$ cat src/rtl/agc_timing_pkg.sv
// agc_timing_pkg: shared cycle-sequencer states, stage count and time-pulse indices.
package agc_timing_pkg;
    localparam int NSTAGE = 12;
    typedef enum logic [3:0] {
        STBY, PWRON, TP1, TP2, TP3, TP4, TP5, TP6,
        TP7, TP8, TP9, TP10, TP11, TP12, SRLSE, WAIT
    } state_t;
    localparam int T01 = 0;
    localparam int T02 = 1;
    localparam int T03 = 2;
    localparam int T04 = 3;
    localparam int T05 = 4;
    localparam int T06 = 5;
    localparam int T07 = 6;
    localparam int T08 = 7;
    localparam int T09 = 8;
    localparam int T10 = 9;
    localparam int T11 = 10;
    localparam int T12 = 11;
endpackage

$ cat src/rtl/tpg.sv
// tpg: sequences the memory-cycle time pulses T01..T12 from timer strobes, with
// standby, power-on hold and monitor single-step.
module tpg #(
    parameter int NSTAGE = agc_timing_pkg::NSTAGE
) (
    input  logic        clock,
    input  logic        rst,
    input  logic        ct,
    input  logic        gojam,
    input  logic        stop,
    input  logic        sby,
    input  logic        strt2,
    input  logic        mstp,
    input  logic        mstrtp,
    output logic [11:0] t,
    output logic        t12,
    output logic        stbf,
    output logic        mwait
);
    import agc_timing_pkg::*;
    localparam state_t TP_LAST = state_t'(4'(int'(TP1) + NSTAGE - 1));
    state_t r_state;
    state_t w_next;
    logic   r_start_pend;
    logic   w_adv;
    logic   w_go;
    logic   w_is_tp;
    assign w_adv = ct & ~stop;
    // a start pulse landing on the advancing edge itself still releases WAIT
    assign w_go  = r_start_pend | mstrtp | ~mstp;
    always_comb begin
        w_next = r_state;
        case (r_state)
            STBY:    w_next = sby ? STBY : PWRON;
            PWRON:   w_next = strt2 ? PWRON : TP1;
            SRLSE:   w_next = WAIT;
            WAIT:    w_next = w_go ? TP1 : WAIT;
            default: w_next = (r_state != TP_LAST) ? state_t'(r_state + 4'd1) :
                              mstp ? SRLSE : sby ? STBY : TP1;
        endcase
    end
    always_ff @(posedge clock) begin
        if (rst || gojam) begin
            r_state      <= STBY;
            r_start_pend <= 1'b0;
        end else begin
            if (w_adv) r_state <= w_next;
            r_start_pend <= (w_adv && r_state == WAIT && w_go) ? 1'b0 : (r_start_pend | mstrtp);
        end
    end
    assign w_is_tp = (r_state >= TP1) && (r_state <= TP_LAST);
    assign t       = w_is_tp ? (12'(1) << (r_state - TP1)) : 12'd0;
    assign t12     = t[T12];
    assign stbf    = (r_state == STBY);
    assign mwait   = (r_state == WAIT);
endmodule

$ cat config.mk
export PLATFORM = sky130hd
export DESIGN_NAME = tpg
export DESIGN_NICKNAME = d
export VERILOG_FILES = /design/src/rtl/agc_timing_pkg.sv /design/src/rtl/tpg.sv
export SDC_FILE = /design/constraint.sdc
export NUM_CORES = 1
export LEC_CHECK = 0
export CAP_MARGIN = 20
export CORE_UTILIZATION = 37
export CTS_BUF_LIST = sky130_fd_sc_hd__clkbuf_4
export DETAILED_ROUTE_END_ITERATION = 6
export PLACE_DENSITY_LB_ADDON = 0.05
export SLEW_MARGIN = 30
export SYNTH_ARGS = -nofsm -noshare
export SYNTH_HDL_FRONTEND = slang
export SYNTH_SLANG_ARGS = --single-unit
$ cat constraint.sdc
create_clock -name clock -period 2.35 [get_ports clock]
set_clock_uncertainty 0.2 [all_clocks]
set_input_delay 0.47 -clock clock [delete_from_list [all_inputs] [get_ports clock]]
set_output_delay 0.47 -clock clock [all_outputs]
set_load 0.01 [all_outputs]
==> impl_metrics.env, run 1 <==
export IMPL_io_buffers=23
export IMPL_yosysWarnings=0
export IMPL_area_growth_pct=65.6
export IMPL_clock_sinks=5
export IMPL_num_rows=14
export IMPL_path_cells="inv_2, ha_4, or4_4, o311ai_4, nor2_2, and2_1, buf_2"
export IMPL_finalHoldViolCount=0
export IMPL_p_leak_nw=0.521
export IMPL_antenna_found_initial=0
export IMPL_hold_path_class="flip-flop to flip-flop"
export IMPL_top_layer="met4"
export IMPL_tritoncts="built"
export IMPL_syn_mean_instance_area_um2=7.85
export IMPL_max_slew_margin=0.678
export IMPL_slowest_stage="or4_4"
export IMPL_crit_family="simple AND/OR/NAND/NOR gates"
export IMPL_met2_length_um=972
export IMPL_grt_max_degree=10
export IMPL_hold_ws_ns=0.335
export IMPL_dp_hpwl_um=1340
export IMPL_drcViolationCount=3
export IMPL_synth_common_cells="and2_1, ha_1, nand2_1, nor2_1, a21oi_1"
export IMPL_final_area_um2=1080
export IMPL_grt_ovfl_total=0
export IMPL_cp_end_kind="output port"
export IMPL_place_congestion=0.802
export IMPL_crit_arrival_ns=1.71
export IMPL_synth_area_um2=652
export IMPL_ys_seq_area_frac=0.154
export IMPL_fp_dieH_um=44.0
export IMPL_tightest_slew_ns=0.477
export IMPL_syn_num_nets=99
export IMPL_track_usage=0.212
export IMPL_synthDistinctLibCells=37
export IMPL_rsz0062_at_grt="yes"
export IMPL_syn_instance_count=83
export IMPL_die_w_um=44.0
export IMPL_num_io_pins=24
export IMPL_yosys_top_cells_area="dfxtp_1, ha_1, and2_1"
export IMPL_placedCellCount=133
export IMPL_ctsHoldBuffers=0
export IMPL_critPathMaxStageDelay_ns=0.46
export IMPL_fin_cells=141
export IMPL_wl_met1_um=802
export IMPL_dieArea_um2=1930
export IMPL_cts_path_max_buffers=2
export IMPL_critPathLaunchType="flip-flop"
export IMPL_wl_met3_um=90
export IMPL_violations="DRC, setup timing"
export IMPL_htree_levels=1
export IMPL_synth_largest_area_cell="dfxtp_1"
export IMPL_clockRootBuffer="clkbuf_4"
export IMPL_critPathMaxFanout=4
export IMPL_placedInstanceArea_um2=990
export IMPL_cap_violations=0
export IMPL_coreArea_um2=1580
export IMPL_postSynth_asyncResetShare=0
export IMPL_path_class="flip-flop to output port"
export IMPL_vias=727
export IMPL_status="finished with violations"
export IMPL_routed_wirelength_um=1880
export IMPL_antenna_left=0
export IMPL_ys_seq_elements=5
export IMPL_crit_buf_inv=2
export IMPL_antenna_cells=0
export IMPL_drive_gt1_frac=0.472
export IMPL_first_pass_iters=6
export IMPL_synth_flop_cell="dfxtp_1"
export IMPL_wire_per_inst_um=13.4
export IMPL_setup_viol=6
export IMPL_final_util=0.685
export IMPL_vdd_drop_max_mv=0.257
export IMPL_cts_made_buffers=3
export IMPL_path_clk_slew_ns=0.05
export IMPL_dr_first_iter_drc_count=21
export IMPL_start_util=0.413
export IMPL_period_share=1.01
export IMPL_final_nets=142
export IMPL_grt_pass1_wl_um=3070
export IMPL_grt_pass1_vias=687
export IMPL_synth_top_area_share=0.154
export IMPL_crit_required_ns=1.68
export IMPL_fmax_mhz=421
export IMPL_powerDensity_nw_per_um2=263
export IMPL_fin_ws_ns=-0.0254
export IMPL_clock_latency_ns=0.25
export IMPL_period_needed_ns=2.38
export IMPL_synth_edf_count=0
export IMPL_maxSlewViolCount=0
export IMPL_fin_total_pwr_w=0.000284
export IMPL_vias_per_cell=5.16
[where the power goes]
part	internal [W]	total (W)	switching [W]
clock network	0.0000761	0.000117	0.0000409
logic	0.0000433	0.0000788	0.0000355
registers	0.0000864	0.0000883	0.00000193
total	0.000206	0.000284	0.0000783
[area by class of cell]
type / instances / area [um^2]
Clock buffer: 4 / 30.0
Tap cell: 16 / 20.0
Fill cell: 130 / 497
Sequential cell: 5 / 105
Timing Repair Buffer: 43 / 317
Inverter: 4 / 15.0
Multi-Input combinational cell: 69 / 593
[timing repair]
action / CTS / global route
pin swaps: 10 / 7
setup endpoints to repair: 15 / 15
setup buffers: 1 / 3
gates resized for setup: 66 / 10
[layer usage]
layer,vias to the layer above,GRT usage
met4,0,0.0182
met2,27,0.382
met1,327,0.265
met3,2,0.0500
met5,-,0
li1,371,-
[flip-flops by register name (all words and copies together) (netlist names)]
register and cells:
r_start_pend 1, r_state 4
[path summary, 6_finish.rpt]
check	from	endpoint	slack, ns	cells past startpoint
max	r_state[0]$_SDFFE_PP0N_	t[9]	-0.03	7
min	r_start_pend$_SDFF_PP0_	r_start_pend$_SDFF_PP0_	0.34	2
max reg2reg	r_state[0]$_SDFFE_PP0N_	r_state[1]$_SDFFE_PP0N_	0.45	7
min reg2reg	r_start_pend$_SDFF_PP0_	r_start_pend$_SDFF_PP0_	0.34	2
[metrics by stage]
step | setup TNS, ns | setup slack (ns)
after floorplan | 0 | 0.129
after global placement | -1.16 | -0.155
after detailed placement | -1.34 | -0.175
after CTS | -1.06 | -0.138
after global routing | -0.766 | -0.0859
final | -0.106 | -0.0254
[cells in the final DEF, fill, tap and decap left out, types with 3 or more instances in the layout]
cell type	Yosys	final
buf_2	2	13
a21oi_1	6	6
inv_2	0	3
dfxtp_1	5	3
ha_4	0	4
clkdlybuf4s50_1	0	8
buf_4	1	20
and2_1	7	7
nand2_1	7	6
o21ai_0	4	4
nor2_1	7	7
clkbuf_4	0	4
[kinds of logic (layout without fill, tap and decap cells)]
kind of cell,after synthesis,count (layout),synth area share
xor gates and xnor gates,3,3,0.0518
adders and majority gates,7,7,0.134
muxes,1,1,0.0173
AOI/OAI and AO/OA,22,22,0.267
buffers and inverters,9,51,0.0729
DFF,5,5,0.154
and+or+nand+nor,36,36,0.303
[worst reg2reg max path: stages (launching register included)]
cell,delay (ns)
dfxtp_2,0.33
buf_4,0.16
ha_4,0.19
buf_4,0.14
nand3_1,0.18
mux2_1,0.35
o22ai_1,0.16
a21oi_1,0.09
Note: power is estimated with default switching activity, not from simulation.
==> run 2, diff against run 1 <==
--- a/config.mk
+++ b/config.mk
@@ -9,6 +9,7 @@
 export CORE_UTILIZATION = 37
 export CTS_BUF_LIST = sky130_fd_sc_hd__clkbuf_4
 export DETAILED_ROUTE_END_ITERATION = 6
+export DONT_BUFFER_PORTS = 1
 export PLACE_DENSITY_LB_ADDON = 0.05
 export SLEW_MARGIN = 30
 export SYNTH_ARGS = -nofsm -noshare
==> constraint.sdc (replaced) <==
create_clock -name clock -period 2.1 [get_ports clock]
set_clock_uncertainty 0.2 [all_clocks]
set_input_delay 0.42 -clock clock [delete_from_list [all_inputs] [get_ports clock]]
set_output_delay 0.42 -clock clock [all_outputs]
set_load 0.01 [all_outputs]
==> run 2 against run 1 <==
The flow still finishes with violations (DRC, setup timing). Non-clock buffer count fell by 29. Critical path depth fell by 2. Total power rose by 0.84%. Count of clock-buffer cells in the layout did not move. Final cell count fell by 21%. Clock power rose by 15%. First-iteration DRC count fell by 29%. Highest routed layer unchanged. Combinational power fell by 33%. Utilization fell by 16 points. Worst setup slack got worse by 0.10 ns.
==> impl_metrics.env, run 2 (synthesis results as in run 1) <==
export IMPL_place_congestion=0.766
export IMPL_drcViolationCount=2
export IMPL_final_cell_mix="buf_4, nor2_1, nand2_1, and2_4, a21oi_1"
export IMPL_clockRootBuffer="clkbuf_4"
export IMPL_post_cts_buffers=0
export IMPL_htree_levels=1
export IMPL_hold_path_class="input port to flip-flop"
export IMPL_area_growth_pct=26.3
export IMPL_fill_cells=155
export IMPL_setup_viol=12
export IMPL_largest_reg_flops=4
export IMPL_fp_dieH_um=44.0
export IMPL_tritoncts="built"
export IMPL_period_share=1.06
export IMPL_drive_gt1_frac=0.448
export IMPL_grt_pass1_vias=572
export IMPL_violations="DRC, setup timing"
export IMPL_largest_register="r_state"
export IMPL_io_buffers=0
export IMPL_num_io_pins=24
export IMPL_rsz0062_at_grt="yes"
export IMPL_critPathLaunchType="flip-flop"
export IMPL_r2r_worst_path_cells=6
export IMPL_coreArea_um2=1580
export IMPL_fin_total_pwr_w=0.000286
export IMPL_fmax_mhz=449
export IMPL_p_leak_nw=0.375
export IMPL_fin_ws_ns=-0.127
export IMPL_vdd_drop_max_mv=0.244
export IMPL_r2r_slack_ns=0.33
export IMPL_crit_arrival_ns=1.61
export IMPL_clock_latency_ns=0.25
export IMPL_regToRegStartpoint="r_state[0]$_SDFFE_PP0N_"
export IMPL_vias=621
export IMPL_hp_start="mstrtp"
export IMPL_final_util=0.522
export IMPL_path_class="flip-flop to output port"
export IMPL_routed_wirelength_um=1580
export IMPL_final_area_um2=823
export IMPL_grt_pass1_wl_um=2550
export IMPL_fin_setup_tns_ns=-1.27
export IMPL_period_needed_ns=2.23
export IMPL_wire_per_inst_um=14.1
export IMPL_cts_path_max_buffers=2
export IMPL_grt_max_degree=9
export IMPL_hold_ws_ns=0.194
export IMPL_maxSlewViolCount=0
export IMPL_hold_depth=2
export IMPL_final_common_cell="buf_4"
export IMPL_vias_per_cell=5.54
export IMPL_path_clk_slew_ns=0.05
export IMPL_cap_violations=0
export IMPL_first_pass_iters=7
export IMPL_cts_made_buffers=3
export IMPL_start_util=0.413
export IMPL_track_usage=0.186
export IMPL_antenna_left=0
export IMPL_whs_endpoint="r_start_pend$_SDFF_PP0_"
export IMPL_max_slew_margin=0.701
export IMPL_dr_first_iter_drc_count=15
export IMPL_finalHoldViolCount=0
export IMPL_antenna_cells=0
export IMPL_placedInstanceArea_um2=748
export IMPL_tightest_slew_ns=0.442
export IMPL_ctsHoldBuffers=0
export IMPL_clock_sinks=5
export IMPL_dieArea_um2=1930
export IMPL_final_nets=113
export IMPL_powerDensity_nw_per_um2=348
export IMPL_num_rows=14
export IMPL_dp_hpwl_um=1280
export IMPL_crit_required_ns=1.48
export IMPL_antenna_found_initial=0
export IMPL_status="finished with violations"
export IMPL_critPathMaxFanout=4
export IMPL_die_w_um=44.0
export IMPL_cp_end_kind="output port"
export IMPL_reg2reg_to="r_state[1]$_SDFFE_PP0N_"
export IMPL_reg_top3="r_state x4, r_start_pend x1"
export IMPL_grt_ovfl_total=0
-- run 2: cell count changes in the layout (fill, tap and decap cells not counted), moves of 2 or more --
cell,before,now
and2_1,7,0
clkdlybuf4s50_1,8,0
ha_2,1,3
ha_4,4,1
buf_2,13,0
buf_4,20,14
and2_4,0,7
-- run 2: per-layer routing --
metal / GRT usage / part of all wire / vias to the layer above
met2: 0.293 / 0.47 / 24
met5: 0 / 0 / -
li1: - / - / 313
met1: 0.232 / 0.46 / 282
met3: 0.0250 / 0.056 / 2
met4: 0.133 / 0.016 / 0
-- run 2: timing repair --
item,CTS,global route
gates resized for setup,13,4
endpoints found under the hold margin,0,0
pin swaps,4,2
setup endpoints to repair,13,13
-- run 2: layout make-up --
type                    count  area, um^2  area share
inverters                   4        15.0      0.0182
well taps                  16        20.0      0.0243
clock buffers               4        30.0      0.0365
multi-input cells          69         547       0.664
flip-flops and latches      5         106       0.129
repair buffers             14         105       0.128
-- run 2: critical path, cell delays in order, from the launching register on --
cell and delay, ns:
dfxtp_4 0.36, ha_4 0.16, or4_4 0.45, o311ai_4 0.14
nor2_2 0.07, and2_4 0.18
-- run 2: power breakdown --
group | total (W) | switching [W] | internal, W
Clock | 0.000135 | 0.0000499 | 0.0000854
Combinational | 0.0000527 | 0.0000297 | 0.0000230
Sequential | 0.0000984 | 0.00000193 | 0.0000965
-- run 2: worst max path at each step --
stage | depth (start not counted) | to | startpoint | slack [ns]
2_1_floorplan | 6 | t[11] | r_state[0]$_SDFFE_PP0N_ | 0.03
6_report | 5 | t[8] | r_state[1]$_SDFFE_PP0N_ | -0.13
3_5_place_dp | 5 | t[8] | r_state[1]$_SDFFE_PP0N_ | 0.07
5_1_grt | 6 | t[4] | r_state[0]$_SDFFE_PP0N_ | -0.18
3_3_place_gp | 5 | t[1] | r_state[0]$_SDFFE_PP0N_ | 0.1
4_1_cts | 6 | t[5] | r_state[0]$_SDFFE_PP0N_ | -0.14
-- run 2: per-stage QoR --
step	instances	setup WS, ns
6_report	112	-0.127
5_1_grt	112	-0.176
4_1_cts	112	-0.143
3_5_place_dp	108	0.0744
3_3_place_gp	108	0.0958
2_1_floorplan	83	0.0329
==> run 3, diff against run 2 <==
--- a/config.mk
+++ b/config.mk
@@ -6,9 +6,10 @@
 export NUM_CORES = 1
 export LEC_CHECK = 0
 export CAP_MARGIN = 20
-export CORE_UTILIZATION = 37
+export CORE_AREA = 2 2 39 41
 export CTS_BUF_LIST = sky130_fd_sc_hd__clkbuf_4
 export DETAILED_ROUTE_END_ITERATION = 6
+export DIE_AREA = 0 0 41 43
 export DONT_BUFFER_PORTS = 1
 export PLACE_DENSITY_LB_ADDON = 0.05
 export SLEW_MARGIN = 30
==> run 3 against run 2 <==
Utilization grew 12 points. Sequential share of layout area shrank 0.90 points. Combinational power grew 13%. Fmax grew 0.13%. The run ends with setup timing left. Hold slack lost 0.0050 ns. Total power shrank 0.19%. Final cell count grew 0.89%. Register-to-register slack lost 0.14 ns. Critical path type unchanged.
==> impl_metrics.env, run 3 (synthesis results as in run 1) <==
export IMPL_final_cell_mix="buf_4, nor2_1, nand2_1, and2_4, a21oi_1"
export IMPL_period_share=1.06
export IMPL_fmax_mhz=450
export IMPL_hold_path_class="input port to flip-flop"
export IMPL_path_clk_slew_ns=0.04
export IMPL_cts_path_max_buffers=2
export IMPL_htree_levels=1
export IMPL_clockRootBuffer="clkbuf_4"
export IMPL_clock_sinks=5
export IMPL_path_class="flip-flop to output port"
export IMPL_status="finished with violations"
export IMPL_clock_latency_ns=0.24
export IMPL_wire_per_inst_um=14.3
export IMPL_antenna_left=0
export IMPL_die_w_um=41
export IMPL_critPathMaxStageDelay_ns=0.46
export IMPL_antenna_cells=0
export IMPL_final_common_cell="buf_4"
export IMPL_first_pass_iters=4
export IMPL_start_util=0.471
export IMPL_num_io_pins=24
export IMPL_largest_reg_flops=4
export IMPL_fin_setup_tns_ns=-1.30
export IMPL_drcViolationCount=0
export IMPL_dr_first_iter_drc_count=8
export IMPL_antenna_found_initial=0
export IMPL_fp_dieH_um=43
export IMPL_max_slew_margin=0.667
export IMPL_maxSlewViolCount=0
export IMPL_tritoncts="built"
export IMPL_fin_ws_ns=-0.124
export IMPL_critPathLaunchType="flip-flop"
export IMPL_setup_viol=12
export IMPL_rsz0062_at_grt="yes"
export IMPL_area_growth_pct=35.7
export IMPL_cts_made_buffers=3
export IMPL_crit_required_ns=1.48
export IMPL_final_util=0.639
export IMPL_largest_register="r_state"
export IMPL_routed_wirelength_um=1620
export IMPL_critPathMaxFanout=4
export IMPL_drive_gt1_frac=0.474
export IMPL_reg_top3="r_state x4, r_start_pend x1"
export IMPL_grt_pass1_wl_um=2600
export IMPL_vdd_drop_max_mv=0.312
export IMPL_placedInstanceArea_um2=748
export IMPL_path_cells="inv_2, ha_4, or4_4, o311ai_4, nor2_2, and2_4"
export IMPL_tightest_slew_ns=0.498
export IMPL_cp_end_kind="output port"
export IMPL_vias=663
export IMPL_crit_arrival_ns=1.60
export IMPL_track_usage=0.217
export IMPL_slowest_stage="or4_4"
export IMPL_period_needed_ns=2.22
export IMPL_num_rows=14
export IMPL_final_area_um2=885
export IMPL_io_buffers=0
export IMPL_p_leak_nw=0.387
export IMPL_powerDensity_nw_per_um2=323
export IMPL_vias_per_cell=5.87
export IMPL_grt_pass1_vias=604
export IMPL_fill_cells=121
export IMPL_grt_max_degree=9
export IMPL_cap_violations=0
export IMPL_grt_ovfl_total=0
export IMPL_post_place_ws_ns=-0.00000866
export IMPL_violations="setup timing"
export IMPL_coreArea_um2=1380
export IMPL_final_nets=114
export IMPL_place_congestion=0.813
export IMPL_finalHoldViolCount=0
export IMPL_dieArea_um2=1760
export IMPL_dp_hpwl_um=1300
==> run 3: cell types whose count changed in the layout (fill, tap and decap cells not counted) <==
| cell | before | now |
|---|---|---|
| nor3_2 | 2 | 1 |
| buf_4 | 14 | 15 |
| o31ai_2 | 1 | 0 |
| o31ai_4 | 0 | 1 |
| nor4_1 | 1 | 0 |
| ha_4 | 1 | 4 |
| ha_1 | 3 | 2 |
| ha_2 | 3 | 1 |
| nor4_2 | 0 | 1 |
| nor3_4 | 0 | 1 |
==> run 3: area by class of cell <==
cell class,instances,area (um^2),share of cell area
tap,16,20.0,0.0226
inverter,4,15.0,0.0170
timing repair buffer,15,113,0.127
clock buffer,4,30.0,0.0339
multi-input combinational,69,601,0.679
sequential,5,106,0.120
==> run 3: power breakdown <==
group,internal [W],switching (W),leakage (nW)
registers,0.0000967,0.00000214,0.0423
logic,0.0000266,0.0000331,0.326
clock network,0.0000849,0.0000424,0.0184
total,0.000208,0.0000777,0.387
==> run 3: critical path, delay by kind of cell (launching register included) <==
kind,cells,cell delay [ns]
AO/OA/AOI/OAI,1,0.12
adder cells (fa/ha/maj),1,0.15
flip-flops,1,0.33
buffers and inverters,1,0.05
AND/OR/NAND/NOR,3,0.71
==> run 3: worst paths after layout <==
kind / startpoint / endpoint / slack, ns / depth (start not counted)
hold reg to reg: r_start_pend$_SDFF_PP0_ / r_start_pend$_SDFF_PP0_ / 0.33 / 2
setup reg to reg: r_state[0]$_SDFFE_PP0N_ / r_state[0]$_SDFFE_PP0N_ / 0.19 / 8
setup / recovery: r_state[0]$_SDFFE_PP0N_ / t[1] / -0.12 / 6
hold / removal: mstrtp / r_start_pend$_SDFF_PP0_ / 0.19 / 2
==> run 3: repair_timing <==
action                                  in CTS  in global routing
gates resized for setup                     15                  9
cloned                                       0                  0
hold buffers                                 0                  0
setup buffers                                1                  0
endpoints found under the setup margin      13                 13
pin swaps                                    2                  6
==> run 3: through the flow <==
stage	hold WS, ns	total power, W	instances
after detailed placement	0.328	0.000150	108
after floorplan	0.291	0.000138	83
after global routing	0.209	0.000305	113
after CTS	0.191	0.000289	113
after global placement	0.315	0.000150	108
final	0.189	0.000286	113
==> run 3: per-layer routing <==
| layer | wire length, um | vias up | global-route usage |
|---|---|---|---|
| met5 | 0 | - | 0 |
| met4 | 21 | 0 | 0.0467 |
| met3 | 102 | 2 | 0.0785 |
| met2 | 871 | 27 | 0.344 |
| met1 | 624 | 319 | 0.271 |
| li1 | - | 315 | - |
